### config.mk
export PLATFORM = sky130hd
export DESIGN_NAME = pkt_deframer
export DESIGN_NICKNAME = d
export VERILOG_FILES = /design/src/rtl/pkt_deframer.sv
export SDC_FILE = /design/constraint.sdc
export NUM_CORES = 1
export LEC_CHECK = 0
export BUFFER_PORTS_ARGS = -buffer_cell sky130_fd_sc_hd__clkbuf_2
export CAP_MARGIN = 20
export CELL_PAD_IN_SITES_DETAIL_PLACEMENT = 1
export CELL_PAD_IN_SITES_GLOBAL_PLACEMENT = 2
export CORE_MARGIN = 2
export CORE_UTILIZATION = 31
export DETAILED_ROUTE_END_ITERATION = 16
export PLACE_DENSITY_LB_ADDON = 0.1
export SYNTH_ARGS = -nofsm -noshare
export SYNTH_HDL_FRONTEND = slang
export SYNTH_SLANG_ARGS = --single-unit
### constraint.sdc
create_clock -name clk -period 4.1 [get_ports clk]
set_clock_uncertainty 0.15 [all_clocks]
set_input_delay 0.205 -clock clk [delete_from_list [all_inputs] [get_ports clk]]
set_output_delay 0.205 -clock clk [all_outputs]
set_load 0.01 [all_outputs]
### src/rtl/pkt_deframer.sv
// Serial packet deframer: shifts in bits, hunts for a masked sync pattern, confirms
// frame alignment, then delivers fixed-length packets while tracking sync losses.
module pkt_deframer #(
   parameter int unsigned PKT_W    = 64,
   parameter int unsigned CONFIRM  = 2,
   parameter int unsigned MISS_MAX = 3,
   parameter int unsigned CNT_W    = 16
) (
   input  logic             clk,
   input  logic             rst,
   input  logic             en,
   input  logic             din,
   input  logic [PKT_W-1:0] sync_pat,
   input  logic [PKT_W-1:0] sync_mask,
   output logic [PKT_W-1:0] dout,
   output logic [PKT_W-1:0] pkt_data,
   output logic             pkt_valid,
   output logic             locked,
   output logic             sync_err,
   output logic [CNT_W-1:0] pkt_count
);

   localparam int unsigned BIT_W = $clog2(PKT_W);
   localparam int unsigned HIT_W = 4;

   typedef enum logic [1:0] {
      HUNT   = 2'd0,
      CHECK  = 2'd1,
      LOCKED = 2'd2
   } state_e;

   state_e             state_q;
   logic [PKT_W-1:0]   shift_q;
   logic [PKT_W-1:0]   shift_d;
   logic [PKT_W-1:0]   pkt_data_q;
   logic [CNT_W-1:0]   cnt_q;
   logic [BIT_W-1:0]   bit_q;
   logic [HIT_W-1:0]   hit_q;
   logic [HIT_W-1:0]   miss_q;
   logic               pkt_valid_q;
   logic               sync_err_q;
   logic               locked_q;

   logic               match_c;
   logic               bound_c;
   logic [HIT_W-1:0]   hit_inc_c;
   logic [HIT_W-1:0]   miss_inc_c;

   // Post-shift value and the frame-boundary / sync-match qualifiers for this cycle
   always_comb begin
      shift_d    = en ? {shift_q[PKT_W-2:0], din} : shift_q;
      match_c    = (((shift_d ^ sync_pat) & sync_mask) == '0);
      bound_c    = (bit_q == BIT_W'(PKT_W - 1));
      hit_inc_c  = hit_q + HIT_W'(1);
      miss_inc_c = miss_q + HIT_W'(1);
   end

   always_ff @(posedge clk) begin
      if (!rst) begin
         state_q     <= HUNT;
         shift_q     <= '0;
         pkt_data_q  <= '0;
         cnt_q       <= '0;
         bit_q       <= '0;
         hit_q       <= '0;
         miss_q      <= '0;
         pkt_valid_q <= 1'b0;
         sync_err_q  <= 1'b0;
         locked_q    <= 1'b0;
      end else begin
         pkt_valid_q <= 1'b0;
         sync_err_q  <= 1'b0;
         if (en) begin
            shift_q <= shift_d;
            case (state_q)
               HUNT: begin
                  if (match_c) begin
                     bit_q  <= '0;
                     hit_q  <= HIT_W'(1);
                     miss_q <= '0;
                     if (CONFIRM == 1) begin
                        state_q  <= LOCKED;
                        locked_q <= 1'b1;
                     end else begin
                        state_q <= CHECK;
                     end
                  end
               end
               CHECK: begin
                  if (!bound_c) begin
                     bit_q <= bit_q + BIT_W'(1);
                  end else begin
                     bit_q <= '0;
                     if (match_c) begin
                        hit_q <= hit_inc_c;
                        // Final confirming frame is itself delivered as the first packet
                        if (hit_inc_c == HIT_W'(CONFIRM)) begin
                           state_q     <= LOCKED;
                           locked_q    <= 1'b1;
                           miss_q      <= '0;
                           pkt_data_q  <= shift_d;
                           pkt_valid_q <= 1'b1;
                           cnt_q       <= cnt_q + CNT_W'(1);
                        end
                     end else begin
                        sync_err_q <= 1'b1;
                        state_q    <= HUNT;
                     end
                  end
               end
               LOCKED: begin
                  if (!bound_c) begin
                     bit_q <= bit_q + BIT_W'(1);
                  end else begin
                     bit_q <= '0;
                     if (match_c) begin
                        miss_q      <= '0;
                        pkt_data_q  <= shift_d;
                        pkt_valid_q <= 1'b1;
                        cnt_q       <= cnt_q + CNT_W'(1);
                     end else begin
                        sync_err_q <= 1'b1;
                        miss_q     <= miss_inc_c;
                        if (miss_inc_c == HIT_W'(MISS_MAX)) begin
                           state_q  <= HUNT;
                           locked_q <= 1'b0;
                        end
                     end
                  end
               end
               default: begin
                  state_q  <= HUNT;
                  locked_q <= 1'b0;
               end
            endcase
         end
      end
   end

   assign dout      = shift_q;
   assign pkt_data  = pkt_data_q;
   assign pkt_valid = pkt_valid_q;
   assign sync_err  = sync_err_q;
   assign locked    = locked_q;
   assign pkt_count = cnt_q;

endmodule

==> metrics.yaml <==
layout:
  fin_util: 0.415
  nFillCells: 2905
  drive_gt1_frac: 0.321
  design_area_mm2: 0.0102
  syn_to_final_growth_pct: 31.0
  nets: 1259
floorplanning:
  start_util: 0.317
  fp.dieH_um: 162
  rows: 57
  die_width_um: 162
  dieArea_mm2: 0.0263
  coreArea_mm2: 0.0245
  ioPinCount: 279
clock_tree:
  cts_sinks: 163
  root_buffer: "clkbuf_16"
  cts-resized-gates: 0
  cts_tree: "built"
  clkTransAtPathRegs_ns: 0.07
  cts_setup_buffers: 0
  worstSkewPairLatency_ns: 0.43
  cts-hold-fix-buffers: 0
  clockBufferDepth: 2
  cts_made_buffers: 17
  ctsHtreeMaxLevel: 4
yosys:
  synthCells: 845
  synth_top_family_by_area: "simple AND/OR/NAND/NOR gates"
  yosys.area.top_type: "dfxtp_1"
  synth_top_flop_cell: "dfxtp_1"
  synth_compound_area_frac: 0.115
  synth_fa_ha_area_frac: 0.0145
  synth_xor_area_frac: 0.0237
  yosys.area_share.simple: 0.212
  synth_area_mm2: 0.00775
  synthesis.nets: 986
  synth_edf_count: 0
  async_flop_share: 0
  synth-seq-area-share: 0.421
  yosys-top-cells-area: "dfxtp_1, mux2i_1, nor2_1, nand2b_1, a211oi_1"
  synth_top_cell_area_share: 0.421
  ys_ff_latch: 163
  yosys_warnings: 0
  synth_cell_types: 45
  syn_area_per_cell_um2: 9.17
  synthMuxAreaShare: 0.174
worst_setup_path:
  critPathArrivalTime_ns: 3.88
  cp-start-kind: "flop"
  cp-end-kind: "flop"
  r2r_cells: 11
  worst_ep_required_time_ns: 4.29
  worstSetupPathType: "reg -> reg"
  path_max_fanout: 48
grt:
  overflow: 0
  grt_pass1_vias: 7176
  grt.total_usage: 0.207
  grt_max_degree: 78
  grt_pass1_wl_mm: 41.6
  antenna_found_initial: 7
sta:
  period_minus_slack_ns: 3.68
  layout_setup_ws_ns: 0.417
  slew_headroom: 0.363
  slew_viol_final: 0
  grt_setup_unrepaired: "no"
  hold_violations: 0
  final.setup.tns_ns: 0
  tightest_slew_ns: 0.956
  timing.final.crit_share: 0.898
  fmax_ghz: 0.272
  finalSetupViolCount: 0
routing:
  viasPerCell: 4.88
  drt-total-wl_mm: 27.3
  num_vias: 7106
  wl_per_cell_um: 18.8
  drcViolationCount: 0
  postRouteAntennaNets: 0
  drtIter0Drc: 293
  dr.pass1.iters: 4
placed_design:
  pre_cts_ws_ns: -0.140
  io_buffers: 278
  dp_hpwl_mm: 21.5
  gp_congestion: 0.798
  placed_area_mm2: 0.00957
worst_hold_path:
  hold_class: "in -> reg"
  hold_depth: 3
job:
  drv_cap: 0
power_and_ir_drop:
  ir_worst_vdd_mv: 0.259
  p_leak_uw: 0.00483
  powerDensity_mw_per_mm2: 337
outcome:
  status: "completed"
==> final timing paths <==
path                                               from                         to  slack (ns)
worst max-delay path               dout[0]$_SDFFE_PN0P_  pkt_data[33]$_SDFFE_PN0P_        0.42
worst min-delay path                                din       dout[0]$_SDFFE_PN0P_         0.1
worst max register to register     dout[0]$_SDFFE_PN0P_  pkt_data[33]$_SDFFE_PN0P_        0.42
worst min register to register  state_q[1]$_SDFFE_PN0P_    state_q[1]$_SDFFE_PN0P_        0.33
==> cell usage in the layout, fill, tap and decap left out, types with 3 or more instances in the layout <==
master	count
a2111oi_0	15
and2_1	5
clkinv_4	3
a21oi_1	9
dfxtp_1	163
nand3_1	11
nand2_1	74
or4_1	3
o21ai_0	9
xnor2_1	21
inv_8	3
clkbuf_2	277
and3_1	17
inv_1	11
clkbuf_16	17
buf_12	7
ha_1	9
nand2b_1	62
buf_4	21
a31oi_1	3
a211oi_2	20
nor2_1	145
a211oi_1	44
diode_2	3
nand4_1	14
inv_6	5
mux2i_1	133
==> worst max-delay path, cell delays in order (launching register included) <==
cell,delay [ns]
dfxtp_1,0.36
mux2i_1,0.43
mux2i_1,0.14
a2111oi_0,0.80
buf_4,0.24
nand4_1,0.13
nor4_4,0.30
buf_4,0.22
and2_4,0.28
buf_12,0.25
nor2_1,0.07
a211oi_1,0.21
==> synthesized netlist by cell type (2+ instances only) <==
| master | count |
|---|---|
| a211oi_1 | 44 |
| buf_2 | 15 |
| nor2b_1 | 2 |
| nand3_1 | 11 |
| nand2_1 | 74 |
| dfxtp_1 | 163 |
| xnor2_1 | 21 |
| mux2i_1 | 133 |
| and2_1 | 6 |
| or4_1 | 3 |
| buf_4 | 4 |
| a2111oi_0 | 15 |
| and3_1 | 17 |
| and4_1 | 2 |
| o22ai_1 | 2 |
| buf_6 | 6 |
| nor2_1 | 145 |
| a211oi_2 | 20 |
| o21ai_0 | 9 |
| clkbuf_1 | 25 |
| nand4_1 | 14 |
| o31ai_1 | 2 |
| nand2b_1 | 62 |
| inv_1 | 11 |
| a31oi_1 | 3 |
| a21oi_1 | 9 |
| ha_1 | 9 |
==> where the power goes <==
part | internal, uW | switching (uW) | leakage [uW]
Combinational | 113 | 129 | 0.00323
Sequential | 1580 | 1.45 | 0.00131
Clock | 857 | 738 | 0.000281
Total | 2550 | 869 | 0.00483
==> area by class of cell <==
cell class	count	area [um2]	area share
inverter	12	47.5	0.00468
clock buffer	17	425	0.0419
antenna	3	7.51	0.000739
tap	324	405	0.0399
timing repair buffer	305	1680	0.166
clock inverter	14	146	0.0144
multi-input combinational	619	4170	0.411
sequential	163	3260	0.321
==> through the flow <==
stage	total power, uW	instances	hold WS (ns)
2_1_floorplan	1740	845	0.207
3_3_place_gp	1860	1423	0.309
3_5_place_dp	1870	1423	0.324
4_1_cts	3460	1454	0.108
5_1_grt	3560	1455	0.132
6_report	3420	1457	0.0986
==> cell families (layout without fill, tap and decap cells) <==
| kind of cell | after synthesis | count (layout) |
|---|---|---|
| adder cells (fa/ha/maj) | 9 | 9 |
| XOR/XNOR | 21 | 21 |
| multiplexers | 134 | 134 |
| other | 0 | 3 |
| AND/OR/NAND/NOR | 346 | 346 |
| AO/OA/AOI/OAI | 109 | 109 |
| buffers and inverters | 63 | 348 |
| flip-flops | 163 | 163 |
==> flip-flops by register name, summed over array words and instances (netlist names) <==
register   cells
dout          64
pkt_data      64
pkt_count     16
bit_q          6
hit_q          4
miss_q         4
state_q        2
locked         1
pkt_valid      1
sync_err       1
==> metal layers <==
layer	global-route usage	vias up	share of wire
met5	0	-	0.0020
met4	0.0660	8	0.023
met3	0.0562	40	0.059
met2	0.353	190	0.48
met1	0.254	3366	0.44
li1	-	3502	-
No activity file was read; power rests on OpenSTA's default activity.
